==> config.mk <==
export PLATFORM = sky130hd
export DESIGN_NAME = mbox_req
export DESIGN_NICKNAME = d
export VERILOG_FILES = /design/src/rtl/mbox_req.sv
export SDC_FILE = /design/constraint.sdc
export NUM_CORES = 1
export LEC_CHECK = 0
export CAP_MARGIN = 10
export CORE_MARGIN = 5
export CORE_UTILIZATION = 37
export CTS_CLUSTER_SIZE = 10
export DETAILED_ROUTE_END_ITERATION = 8
export PLACE_DENSITY = 0.81
export SYNTH_ARGS = -nofsm -noshare
export SYNTH_HDL_FRONTEND = slang
export SYNTH_SLANG_ARGS = --single-unit
==> constraint.sdc <==
create_clock -name clk -period 3.6 [get_ports clk]
set_clock_uncertainty 0.1 [all_clocks]
set_input_delay 0.72 -clock clk [delete_from_list [all_inputs] [get_ports clk]]
set_output_delay 0.72 -clock clk [all_outputs]
set_load 0.02 [all_outputs]
==> src/rtl/mbox_req.sv <==
// EBOX-to-memory request sequencer: one reference at a time over a req/ack port,
// with read-pause-write support and a watchdog that turns lost acks into nxmErr.
module mbox_req #(
  parameter int unsigned TIMEOUT = 1023
) (
  input  logic        clk,
  input  logic        CROBAR,
  input  logic        EBOX_REQ,
  input  logic [22:0] EBOX_VMA,
  input  logic        eboxRead,
  input  logic        eboxWrite,
  input  logic        eboxPSE,
  input  logic [35:0] cacheDataWrite,
  output logic        mboxRespIn,
  output logic [35:0] cacheDataRead,
  output logic        nxmErr,
  output logic        mboxBusy,
  output logic        memReq,
  output logic        memRead,
  output logic        memWrite,
  output logic [22:0] memAdr,
  output logic [35:0] memWrData,
  input  logic        memAck,
  input  logic [35:0] memRdData,
  input  logic        memErr
);

  localparam logic [11:0] TMO_LAST = 12'(TIMEOUT - 1);

  typedef enum logic [2:0] {
    IDLE     = 3'd0,
    RD       = 3'd1,
    WR       = 3'd2,
    RESP     = 3'd3,
    PSE_HOLD = 3'd4
  } state_e;

  state_e      state_q, state_d;
  logic        rpw_q, rpw_d;
  logic [11:0] cnt_q, cnt_d;
  logic [22:0] adr_q, adr_d;
  logic [35:0] wdata_q, wdata_d;
  logic [35:0] rdata_q, rdata_d;
  logic        nxm_q, nxm_d;

  always_comb begin
    // NOTE: every next-state value takes its hold value first, so no path infers a latch.
    state_d = state_q;
    rpw_d   = rpw_q;
    cnt_d   = cnt_q;
    adr_d   = adr_q;
    wdata_d = wdata_q;
    rdata_d = rdata_q;
    nxm_d   = nxm_q;

    unique case (state_q)
      IDLE: begin
        if (EBOX_REQ && (eboxRead || eboxWrite)) begin
          adr_d = EBOX_VMA;
          nxm_d = 1'b0;
          cnt_d = '0;
          if (eboxRead) begin
            state_d = RD;
            rpw_d   = eboxPSE;
          end else begin
            state_d = WR;
            wdata_d = cacheDataWrite;
          end
        end
      end

      RD, WR: begin
        if (memAck) begin
          state_d = RESP;
          if (memErr) nxm_d = 1'b1;
          if (state_q == RD) rdata_d = memErr ? '0 : memRdData;
        end else if (cnt_q == TMO_LAST) begin
          // Abandon the reference; a timed-out read returns zero.
          state_d = RESP;
          nxm_d   = 1'b1;
          if (state_q == RD) rdata_d = '0;
        end else begin
          cnt_d = cnt_q + 12'd1;
        end
      end

      RESP: begin
        // nxm_q was cleared at acceptance, so here it reflects only this phase.
        if (rpw_q && !nxm_q) begin
          state_d = PSE_HOLD;
        end else begin
          state_d = IDLE;
          rpw_d   = 1'b0;
        end
      end

      PSE_HOLD: begin
        if (EBOX_REQ) begin
          state_d = WR;
          wdata_d = cacheDataWrite;
          rpw_d   = 1'b0;
          nxm_d   = 1'b0;
          cnt_d   = '0;
        end
      end

      default: state_d = IDLE;
    endcase
  end

  // NOTE: sequential state uses non-blocking assignments so all flops update together.
  always_ff @(posedge clk or posedge CROBAR) begin
    if (CROBAR) begin
      state_q <= IDLE;
      rpw_q   <= 1'b0;
      cnt_q   <= '0;
      adr_q   <= '0;
      wdata_q <= '0;
      rdata_q <= '0;
      nxm_q   <= 1'b0;
    end else begin
      state_q <= state_d;
      rpw_q   <= rpw_d;
      cnt_q   <= cnt_d;
      adr_q   <= adr_d;
      wdata_q <= wdata_d;
      rdata_q <= rdata_d;
      nxm_q   <= nxm_d;
    end
  end

  assign mboxRespIn    = (state_q == RESP);
  assign mboxBusy      = (state_q != IDLE);
  assign memReq        = (state_q == RD) || (state_q == WR);
  assign memRead       = (state_q == RD);
  assign memWrite      = (state_q == WR);
  assign memAdr        = adr_q;
  assign memWrData     = wdata_q;
  assign cacheDataRead = rdata_q;
  assign nxmErr        = nxm_q;

endmodule
Word-level counts from Yosys, hierarchy flattened
Cells that the tools add are included.

word-level totals
  register bits after elaboration = 112
  input port bits = 103
  output and inout bits = 101
  logic and storage cells = 74

cells by class
  $add $sub $neg = 1
  eq/ne operators = 16
  multiplexer cells = 31
  reduce and logical (&&, ||, !) cells = 19

operators with widths
  cell                                             number
  two-way mux 36 bit                               8
  case mux 36 bit (2 select lines)                 1
  two-way mux 12 bit                               4
  case mux 12 bit (3 select lines)                 1
  != test 2 bit, second input constant             9
  two-way mux 3 bit                                5
  AND reduction 5 bit                              3
  adder 12 x 1 -> 12 bit, second input constant    1
  == test 12 x 10 -> 1 bit, second input constant  1
  case mux 3 bit (4 select lines)                  1
  nonzero test 3 bit                               3
  two-way mux 1 bit                                8
  AND reduction 4 bit                              2
  == test 3 x 2 -> 1 bit, second input constant    2
  != test 3 bit, second input constant             2
  case mux 1 bit (3 select lines)                  2
  nonzero test 2 bit                               2
  == test 3 x 1 -> 1 bit, second input constant    1
  == test 3 bit, second input constant             1
  logical NOT 3 bit                                1
  AND reduction 3 bit                              1
  logical AND 1 bit                                2
  logical OR 1 bit                                 2
  two-way mux 2 bit                                1
  3 further kinds                                  3

Longest topological paths before layout
  depth in word-level cells = 4
  mapped depth = 7
  depth with buffers taken out = 6

Worst setup path before layout
Ideal clock, no wire load.

  path type = register -> register
  from = register cnt_q[0]
  to = register rdata_q[10] (netlist: cacheDataRead[10])
  setup time = 121 ps
  arrival time = 2078 ps
  required time = 3379 ps
  setup slack = 1301 ps
  cell stages (with the launch flop) = 8
  buffers on the path = 1
  period minus slack after synthesis = 2299 ps
  cell sequence = dfrtp_1 > inv_1 > ha_1 > or3b_1 > nor3_2 > o41ai_2 > buf_6 > a22o_1

between the ends
  cells in the longest elaborated chain, start to end = 3
  elaborated cells between the ends (all ways) = 4
  those cells by class = 2 x eq/ne; 2 x reduce/logical

ends and longest elaborated chain
  what                                                                  line  RTL
  start: declaration                                                    40    logic [11:0] cnt_q, cnt_d;
  start signal: assignment                                              124   cnt_q <= cnt_d;
  == test 12 x 10 -> 1 bit (*)                                          77    end else if (cnt_q == TMO_LAST) begin
  != test 2 bit (no line) / nonzero test 2 bit (equally long branches)  -
  AND reduction 4 bit (no line) (*)                                     -
  end signal: assignment                                                127   rdata_q <= rdata_d;
  end: declaration                                                      43    logic [35:0] rdata_q, rdata_d;

Every way passes the cells marked *; elsewhere a longest branch is shown, timed or not.
A chain may end at the register's enable or synchronous reset.

Final worst setup path
  from = register state_q[2]
  to = output memRead

between the ends
  cells in the longest elaborated chain, start to end = 1

ends and longest elaborated chain
  what                      line  RTL
  start: declaration        38    state_e state_q, state_d;
  start signal: assignment  122   state_q <= state_d;
  == test 3 x 1 -> 1 bit    135   assign memRead = (state_q == RD);
  end: declaration          19    output logic memRead,

No other way between the ends.

==> reports/metrics.yaml <==
synth_xor_area_share_pct: 0.364
syn_avg_cell_area_sq_um: 14.3
critical_path_arrival_ns: 2.15
clk_path_buf_depth: 2
drive_above_1_share_pct: 17.0
diodes: 0
ant_nets: 0
yosysWarnings: 0
fmax_ghz: 0.337
die_h_um: 120
grt_pass1_wl_um: 18400
die-area_sq_um: 14400
clock_sinks: 112
wl_per_cell_um: 17.1
cts_root_buf: "clkbuf_16"
post-route-min-period_ns: 2.97
hold_violations: 0
cp_slowest_cell: "clkdlybuf4s50_1"
numCtsBuffers: 9
num_vias: 3341
pre_cts_ws_ns: 0.760
drtIter0Drc: 112
worst_pin_slew_ns: 0.659
vdd.ir_drop.worst_mv: 0.411
start_kind: "register"
drt_wl_total_um: 11300
synthFlopType: "dfrtp_1"
slew_viol_final: 0
muxShareOfSynthArea_pct: 15.5
drv_cap: 0
crit_path_max_fanout: 15
cpLargestDelayFamily: "buffers and inverters"
dr.pass1.iters: 4
pin_count: 204
synth-seq-cells: 112
syn_to_final_growth_pct: 56.1
grt_pass1_vias: 3604
overflow: 0
row_count: 40
ys_top_cells_by_area: "dfrtp_1 (63%), mux2_2 (15%), a22o_1 (7.1%), buf_6 (1.0%), o31ai_1 (0.84%)"
io_buffers: 203
post_drt_via_cell_ratio: 5.02
layout_setup_ws_ns: 0.630
grt_max_degree: 113
cts_tree: "built"
cts.clk_slew.worst_paths_ns: 0.07
status: "complete, no violations"
insertion_delay_ns: 0.33
cts_resized: 0
synth_adder_area_share_pct: 0.560
synthDominantCellAreaShare_pct: 62.7
h-tree-depth: 3
rsz0062_at_grt: "no"
p_leak_nw: 2.93
async_flop_share_pct: 100
syn_nets: 417
fin_crit_sh_pct: 82.5
synth_compound_area_share_pct: 11.6
yosysUniqueCellTypes: 42
gp_congestion: 0.765
synthTopCellsByCount: "dfrtp_1 (112), mux2_2 (59), a22o_1 (36), nand2_1 (9), clkbuf_1 (8)"
antenna_found_initial: 0
path_buf_inv: 1
core_sq_um: 11900
dp_hpwl_um: 8480
start_util_pct: 37.5
grtUsageTotal_pct: 15.9
synth_top_cell_by_area: "dfrtp_1"
yosysSeqAreaShare_pct: 62.7
nets: 618
slew_headroom_pct: 55.8
cts_hold_buffers: 0
crit_path_cell_trace: "nor3b_1 -> clkdlybuf4s50_1"
hp-class: "reg -> reg"
power_density_nw_per_um2: 854
synth-edff-count: 0
cp.required_ns: 2.78
synth_top_family_by_area: "multiplexers"
post-cts-setup-buffer-count: 0
worstSetupEndpointType: "primary output"
synthCells: 312
syn_area_sq_um: 4470
dieWidth_um: 120
synth-simple-area-share_pct: 6.27
synth_most_common_cell: "dfrtp_1"
critical_path_class: "reg -> out"
setup_tns_ns: 0
cpPeakStageDelay_ns: 0.73
drcViolationCount: 0
timing.final.setup_violations: 0
stage by stage:
step	instance area (sq um)	power [mW]	hold WS, ns	instances	util, %
after floorplan	4470	3.59	0.351	312	-
after global placement	6650	4.89	0.375	649	55.9
after detailed placement	6650	4.98	0.384	649	55.9
after CTS	6970	6.03	0.400	665	58.5
after global routing	6970	6.27	0.422	665	58.5
final	6970	5.95	0.395	665	58.5
worst register-to-register path: stages (launching register included):
cell	delay (ns)
dfrtp_1	0.42
inv_1	0.08
ha_1	0.15
or3b_1	0.42
nor3_2	0.59
o41ai_4	0.13
buf_4	0.27
a22o_1	0.30
area by class of cell:
cell class              count  area (sq um)
repair buffers            208          2080
multi-input cells         176          1560
clock buffers              11           253
fillers                   967          4940
flip-flops and latches    112          2800
inverters                   6          26.3
well taps                 147           184
clock inverters             5          63.8
worst paths after layout:
check / start / endpoint / slack (ns) / cells after the start
max in group asynchronous: CROBAR / memWrData[16] / 2.16 / 3
min in group asynchronous: CROBAR / cacheDataRead[6] / 0.81 / 3
min reg2reg: cnt_q[5] / cnt_q[5] / 0.39 / 1
max: state_q[2] / memRead / 0.63 / 2
max reg2reg: cnt_q[0] / cacheDataRead[24] / 1.02 / 7
min: cnt_q[5] / cnt_q[5] / 0.39 / 1
state kept, by name (all words and copies together), names as in the netlist:
register       cells
cnt_q             12
state_q            3
rpw_q              1
memWrData         36
memAdr            23
cacheDataRead     36
nxmErr             1
routing by layer:
metal / wire (um) / GRT usage [%] / share of wire (%) / up-vias
li1: - / - / - / 1554
met1: 4330 / 18.4 / 38 / 1652
met2: 6170 / 29.0 / 54 / 116
met3: 583 / 3.20 / 5.1 / 19
met4: 266 / 5.94 / 2.3 / 0
met5: 0 / 0 / 0 / -
power breakdown:
group / internal [mW] / switching (mW) / total [mW]
Sequential: 1.78 / 0.325 / 2.10
Combinational: 1.48 / 1.34 / 2.81
Clock: 0.583 / 0.449 / 1.03
Total: 3.84 / 2.11 / 5.95
cells in the final DEF (no fill, tap or decap), drive strengths merged, types with 2 or more instances in the layout:
cell type / instances
a21oi: 7
a22o: 36
and3b: 2
buf: 5
clkbuf: 11
clkdlybuf4s50: 203
clkinv: 2
clkinvlp: 2
dfrtp: 112
ha: 2
inv: 6
mux2: 59
mux2i: 3
nand2: 9
nand3: 4
nand4: 2
nor2: 5
nor2b: 2
nor3: 2
nor3b: 4
o211ai: 2
o21ai: 6
o311ai: 2
o31ai: 5
o41ai: 3
or2: 2
or3: 2
or4: 4
or4b: 2
kinds of logic after synthesis:
group / count (synthesis)
adders and majority gates: 2
and+or+nand+nor: 46
xor gates and xnor gates: 1
muxes: 62
buffers and inverters: 24
DFF: 112
AOI/OAI and AO/OA: 65
No activity file was read; power rests on OpenSTA's default activity.
